`src/rtl/octree_pkg.sv`:
```
// Shared octree definitions: memory-select codes, requester ids, lock states.
package octree_pkg;

   // Ownership mode driven by the octree controller.
   typedef enum logic [1:0] {
      MSEL_NAN      = 2'd0,
      MSEL_SEARCHER = 2'd1,
      MSEL_UPDATER  = 2'd2,
      MSEL_BOTH     = 2'd3
   } mem_sel_t;

   // Requester identity, also carried down the read-return tag pipe.
   typedef enum logic {
      REQ_S = 1'b0,
      REQ_U = 1'b1
   } req_id_t;

   // Ownership lock held across a read-modify-write sequence.
   typedef enum logic [1:0] {
      UNLOCKED = 2'd0,
      LOCK_S   = 2'd1,
      LOCK_U   = 2'd2
   } lock_state_t;

   // True when the current mode lets requester 'id' own the SRAM.
   function automatic logic is_eligible(input mem_sel_t sel, input req_id_t id);
      logic ok;
      case (sel)
         MSEL_SEARCHER: ok = (id == REQ_S);
         MSEL_UPDATER:  ok = (id == REQ_U);
         MSEL_BOTH:     ok = 1'b1;
         default:       ok = 1'b0;
      endcase
      return ok;
   endfunction

   // Lock state entered when requester 'id' takes the lock.
   function automatic lock_state_t lock_of(input req_id_t id);
      return (id == REQ_S) ? LOCK_S : LOCK_U;
   endfunction

endpackage

```
`src/rtl/octree_rd_tag_pipe.sv`:
```
// Read-return tag pipeline: one {valid, id} stage per cycle between accept
// and the cycle the SRAM read data is presented (1 + RD_LAT stages).
module octree_rd_tag_pipe #(
   parameter int RD_LAT = 1
) (
   input  logic clk,
   input  logic rst,
   input  logic push_vld,
   input  logic push_id,
   output logic tail_vld,
   output logic tail_id,
   output logic any_vld
);

   localparam int DEPTH = RD_LAT + 1;

   logic [DEPTH-1:0] vld_p;
   logic [DEPTH-1:0] id_p;

   // Shift tags one stage per cycle; reset drops every in-flight read.
   always_ff @(posedge clk) begin
      if (rst) begin
         vld_p <= '0;
         id_p  <= '0;
      end else begin
         vld_p <= {vld_p[DEPTH-2:0], push_vld};
         id_p  <= {id_p[DEPTH-2:0], push_id};
      end
   end

   assign tail_vld = vld_p[DEPTH-1];
   assign tail_id  = id_p[DEPTH-1];
   assign any_vld  = |vld_p;

endmodule

```
`src/rtl/octree_sram_arbiter.sv`:
```
// Arbiter sharing the single-port octree node SRAM between the searcher and
// the updater: mode-gated eligibility, round-robin tie break, lock for
// read-modify-write, registered issue and per-requester read return.
module octree_sram_arbiter
   import octree_pkg::*;
#(
   parameter int ADDR_W = 10,
   parameter int DATA_W = 64,
   parameter int RD_LAT = 1
) (
   input  logic              clk,
   input  logic              rst,
   input  logic [1:0]        mem_select,
   input  logic              s_req,
   input  logic              s_we,
   input  logic              s_lock,
   input  logic [ADDR_W-1:0] s_addr,
   input  logic [DATA_W-1:0] s_wdata,
   output logic              s_gnt,
   output logic              s_rvalid,
   output logic [DATA_W-1:0] s_rdata,
   input  logic              u_req,
   input  logic              u_we,
   input  logic              u_lock,
   input  logic [ADDR_W-1:0] u_addr,
   input  logic [DATA_W-1:0] u_wdata,
   output logic              u_gnt,
   output logic              u_rvalid,
   output logic [DATA_W-1:0] u_rdata,
   output logic              sram_en,
   output logic              sram_we,
   output logic [ADDR_W-1:0] sram_addr,
   output logic [DATA_W-1:0] sram_wdata,
   input  logic [DATA_W-1:0] sram_rdata,
   output logic              busy
);

   mem_sel_t    sel;
   logic        s_elig;
   logic        u_elig;
   logic        s_cand;
   logic        u_cand;
   lock_state_t lock_q;
   req_id_t     last_id_q;

   logic              accept;
   req_id_t           acc_id;
   logic              acc_we;
   logic              acc_lock;
   logic [ADDR_W-1:0] acc_addr;
   logic [DATA_W-1:0] acc_wdata;

   logic              en_p0;
   logic              we_p0;
   logic [ADDR_W-1:0] addr_p0;
   logic [DATA_W-1:0] wdata_p0;

   logic tail_vld;
   logic tail_id;
   logic any_vld;

   assign sel    = mem_sel_t'(mem_select);
   assign s_elig = is_eligible(sel, REQ_S);
   assign u_elig = is_eligible(sel, REQ_U);
   assign s_cand = s_req & s_elig;
   assign u_cand = u_req & u_elig;

   // Grant decode: a held lock excludes the other side; otherwise a tie goes
   // to whoever was not served last.
   always_comb begin
      s_gnt = 1'b0;
      u_gnt = 1'b0;
      case (lock_q)
         LOCK_S: s_gnt = s_cand;
         LOCK_U: u_gnt = u_cand;
         default: begin
            if (s_cand && u_cand) begin
               s_gnt = (last_id_q == REQ_U);
               u_gnt = (last_id_q == REQ_S);
            end else begin
               s_gnt = s_cand;
               u_gnt = u_cand;
            end
         end
      endcase
   end

   // Mux the accepted request; grants are one-hot so u_gnt selects.
   always_comb begin
      accept    = s_gnt | u_gnt;
      acc_id    = u_gnt ? REQ_U : REQ_S;
      acc_we    = u_gnt ? u_we    : s_we;
      acc_lock  = u_gnt ? u_lock  : s_lock;
      acc_addr  = u_gnt ? u_addr  : s_addr;
      acc_wdata = u_gnt ? u_wdata : s_wdata;
   end

   // Lock FSM and round-robin history; a lock is dropped as soon as the mode
   // no longer lets its owner access the SRAM.
   always_ff @(posedge clk) begin
      if (rst) begin
         lock_q    <= UNLOCKED;
         last_id_q <= REQ_U;
      end else if (accept) begin
         last_id_q <= acc_id;
         lock_q    <= acc_lock ? lock_of(acc_id) : UNLOCKED;
      end else begin
         case (lock_q)
            LOCK_S:  if (!s_elig) lock_q <= UNLOCKED;
            LOCK_U:  if (!u_elig) lock_q <= UNLOCKED;
            default: lock_q <= UNLOCKED;
         endcase
      end
   end

   // ---- stage p0: accepted access presented to the SRAM for one cycle ----
   // Issue registers; address/data hold their last value when idle.
   always_ff @(posedge clk) begin
      if (rst) begin
         en_p0    <= 1'b0;
         we_p0    <= 1'b0;
         addr_p0  <= '0;
         wdata_p0 <= '0;
      end else begin
         en_p0 <= accept;
         we_p0 <= accept & acc_we;
         if (accept) begin
            addr_p0  <= acc_addr;
            wdata_p0 <= acc_wdata;
         end
      end
   end

   assign sram_en    = en_p0;
   assign sram_we    = we_p0;
   assign sram_addr  = addr_p0;
   assign sram_wdata = wdata_p0;

   // ---- stages p0..pRD_LAT: read ownership travels with the SRAM latency ----
   octree_rd_tag_pipe #(
      .RD_LAT (RD_LAT)
   ) u_tag_pipe (
      .clk      (clk),
      .rst      (rst),
      .push_vld (accept & ~acc_we),
      .push_id  (acc_id),
      .tail_vld (tail_vld),
      .tail_id  (tail_id),
      .any_vld  (any_vld)
   );

   assign s_rvalid = tail_vld & (tail_id == REQ_S);
   assign u_rvalid = tail_vld & (tail_id == REQ_U);
   assign s_rdata  = sram_rdata;
   assign u_rdata  = sram_rdata;

   assign busy = (lock_q != UNLOCKED) | any_vld;

endmodule

```
`config.mk`:
```
export PLATFORM = sky130hd
export DESIGN_NAME = octree_sram_arbiter
export DESIGN_NICKNAME = d
export VERILOG_FILES = /design/src/rtl/octree_pkg.sv /design/src/rtl/octree_rd_tag_pipe.sv /design/src/rtl/octree_sram_arbiter.sv
export SDC_FILE = /design/constraint.sdc
export NUM_CORES = 1
export LEC_CHECK = 0
export BUFFER_PORTS_ARGS = -buffer_cell sky130_fd_sc_hd__buf_2
export CORE_AREA = 10 10 159 161
export DETAILED_ROUTE_END_ITERATION = 7
export DIE_AREA = 0 0 169 171
export GPL_TIMING_DRIVEN = 0
export SLEW_MARGIN = 15
export SYNTH_ARGS = -nofsm -noshare
export SYNTH_HDL_FRONTEND = slang
export SYNTH_HIERARCHICAL = 1
export SYNTH_SLANG_ARGS = --single-unit
```
`constraint.sdc`:
```
create_clock -name clk -period 1.8 [get_ports clk]
set_input_delay 0.18 -clock clk [delete_from_list [all_inputs] [get_ports clk]]
set_output_delay 0.18 -clock clk [all_outputs]
set_load 0.05 [all_outputs]
```
==> results.tsv <==
stage	metric	value	unit
sta	clk_skew	6.02	ps
logic_synthesis	XOR/XNOR Fraction of Synth Area	0	%
place	GPL Wtd Cong	0.771	
layout	share of layout cells above drive strength 1	67.2	%
logic_synthesis	syn nets	813	
detailed_routing	vias per inst	4.34	
detailed_routing	via count	5644	
sta	unrepaired setup endpoints after global routing	true	
sta	Max-slew headroom	50.4	%
layout	final net count	1234	
global_routing	initial antenna violation count	0	
worst_setup_path	Critical Setup Path Class	flip-flop to primary output	
clocking	CTS root buffer	clkbuf_16	
detailed_routing	WL/cell	19.0	um
job	max cap viols	0	
sta	Final Critical Period	2020	ps
global_routing	grt total ovfl	0	
sta	Slew Limit Fails	0	
logic_synthesis	Synth async-reset ratio	0	%
place	Place WS	-657	ps
worst_setup_path	reg2reg start	lock_q[1]$_SDFFE_PP0P_	
floorplan	Die X	169	um
worst_setup_path	CP Capture Point	s_gnt	
global_routing	first-pass GRT wire length	34.9	mm
detailed_routing	drt first-iter violations	257	
run_status	status	finished, violations left	
floorplan	DIE HEIGHT	171	um
clocking	worst-skew pair later-pin latency	340	ps
logic_synthesis	compound-cell area share of the yosys netlist	15.1	%
sta	Finish-stage setup viols	81	
layout	# diodes	0	
global_routing	vias in the first global route	5973	
logic_synthesis	largest family of logic cells by synthesized area	buffers and inverters	
detailed_routing	DRC violation count after routing	0	
clocking	hold buffer count at CTS	0	
power	peak supply drop	341	uV
worst_setup_path	crit start category	flip-flop	
floorplan	DIE AREA	0.0289	mm^2
sta	Fin. Hold Viols	0	
logic_synthesis	number of synthesized flops with an enable pin	0	
clocking	TritonCTS clock tree	built	
sta	fmax	495	MHz
worst_setup_path	Max Fanout on Critical Path	7	
logic_synthesis	Cell variety after synth	28	
clocking	Clock Sinks	83	
hold_path	class of the worst hold path	input pin to flip-flop	
logic_synthesis	multiplexer area fraction after synthesis	0.220	%
floorplan	num rows	55	
clocking	Reg clk slew, reported paths	70	ps
floorplan	CORE AREA	0.0222	mm^2
global_routing	pin count of the biggest net entering global routing	14	
logic_synthesis	Post-Synthesis Cell Area	0.00456	mm^2
logic_synthesis	Post-Syn Instances	588	
clocking	H-Tree Level Count	3	
floorplan	starting density of the core	20.5	%
clocking	Inserted Clock Buffers	9	
worst_setup_path	worst endpoint data arrival time	1840	ps
worst_setup_path	Setup crit end kind	primary output	
detailed_routing	final wirelength	24.7	mm
power	leak pwr	4.25	nW
place	dpl hpwl	18.3	mm
logic_synthesis	Seq/Total Area, Yosys	36.4	%
logic_synthesis	Post-Synth Simple-Gate Area	21.3	%
logic_synthesis	warnings from Yosys	6	
detailed_routing	post-route ant nets	0	
worst_setup_path	Critical Path RT	1620	ps
logic_synthesis	adder-cell share of the synthesized area	0.823	%
global_routing	All-Layer GR Usage	15.4	%
sta	Period Utilization, post-route	112	%
clocking	Max Root-Sink Buffers	2	
power	pwr dens	819	mW/mm^2
logic_synthesis	Syn Area/Cell	7.75	um^2
run_status	failing checks	setup timing	
layout	Area Growth Syn to Fin	86.8	%
power	total chip power	0.00698	W
place	IO buf count	366	
worst_setup_path	R2R depth	10	
detailed_routing	drt first pass iters	6	
logic_synthesis	Main synth FF type	dfxtp_1	
worst_setup_path	FF-to-FF End	lock_q[1]$_SDFFE_PP0P_	
logic_synthesis	register bit total from synthesis	83	
sta	Worst-Margin Slew	744	ps
worst_setup_path	CP Launch Point	lock_q[1]$_SDFFE_PP0P_	
sta	Setup WS post-layout	-220	ps
floorplan	top-level I/O count	431	
worst_setup_path	Reg2Reg Setup Slack	-200	ps
worst min-delay path by stage:
stage	end	depth (start not counted)	slack (ps)	from
after floorplan	u_tag_pipe/id_p[0]$_SDFF_PP0_	1	250	rst
after CTS	u_tag_pipe/id_p[1]$_SDFF_PP0_	2	40	rst
after global routing	u_tag_pipe/id_p[0]$_SDFF_PP0_	2	50	rst
after global placement	u_tag_pipe/vld_p[1]$_SDFF_PP0_	2	400	rst
after detailed placement	u_tag_pipe/id_p[1]$_SDFF_PP0_	2	420	rst
final	u_tag_pipe/id_p[1]$_SDFF_PP0_	2	60	rst
kinds of logic (layout without fill, tap and decap cells):
family          Yosys count  after routing
simple gates            246            247
buf+inv                 175            600
flops                    83             83
compound gates           80             80
fa+ha+maj                 3              3
mux                       1              1
registers in the layout, indices dropped and copies added (netlist names):
name	count
sram_addr	10
lock_q	2
sram_en	1
sram_wdata	64
sram_we	1
last_id_q	1
u_tag_pipe/vld_p	2
u_tag_pipe/id_p	2
where the power goes:
group	leakage, nW	internal, W	switching, W
sequential	0.686	0.00200	0.0000886
clock	0.159	0.00129	0.000820
combinational	3.40	0.000976	0.00180
total	4.25	0.00427	0.00271
synthesized netlist by cell type, types with 3 or more instances:
| cell | number | area (um^2) |
|---|---|---|
| a311oi_1 | 74 | 648 |
| and2_1 | 3 | 18.8 |
| buf_1 | 4 | 15.0 |
| buf_2 | 11 | 55.1 |
| buf_4 | 129 | 968 |
| buf_6 | 4 | 45.0 |
| clkbuf_1 | 22 | 82.6 |
| dfxtp_1 | 83 | 1660 |
| ha_1 | 3 | 37.5 |
| inv_1 | 3 | 11.3 |
| nand2_1 | 152 | 571 |
| nor2_1 | 76 | 285 |
| nor2b_1 | 6 | 37.5 |
layer usage:
layer / track usage (%) / wire (um) / up-vias
met5: 0 / 0 / -
met4: 4.17 / 332 / 0
met3: 6.06 / 2240 / 23
met2: 27.4 / 12900 / 259
met1: 16.6 / 9270 / 2658
li1: - / - / 2704
worst max-delay path: stages (launching register included):
cell      delay, ps
dfxtp_2         340
inv_2            60
ha_4            280
nor2_2           30
a211o_1         290
buf_6           150
clkinv_8         80
buf_12          120
buf_12          130
area by class of cell:
class                      count  area, um^2
fill                        2289       13700
inverter                       5        33.8
clock inverter                 4        72.6
clock buffer                  12         256
sequential                    83        1660
timing repair buffer         410        2520
buffer                       169        1440
multi-input combinational    331        2180
tap                          285         357
layout by cell type, fill, tap and decap left out, types with 6 or more instances in the layout:
cell	netlist	layout
buf_16	0	6
nand2_1	152	116
nor2_1	76	75
clkbuf_16	0	17
buf_2	11	369
dfxtp_1	83	81
buf_12	0	13
a311oi_2	0	43
nand2_2	0	32
a311oi_1	74	31
buf_6	4	7
buf_8	0	11
clkbuf_1	22	10
buf_4	129	148
repair_timing:
action	CTS	global route
pin swaps	18	28
setup endpoints to repair	81	82
cloned	10	5
setup buffers	21	11
gates resized for setup	123	86
through the flow:
| step | TNS (ps) | std cells | utilization [%] | area, um^2 | hold slack (ps) |
|---|---|---|---|---|---|
| final | -11600 | 1299 | 38.3 | 8520 | 64.7 |
| after global placement | -41470 | 1239 | 30.4 | 6770 | 402 |
| after CTS | -8560 | 1285 | 35.9 | 7970 | 37.7 |
| after detailed placement | -43580 | 1239 | 30.4 | 6770 | 416 |
| after global routing | -19340 | 1299 | 38.3 | 8520 | 53.3 |
| after floorplan | 0 | 588 | - | 4580 | 252 |
(Power assumes the default switching activity.)
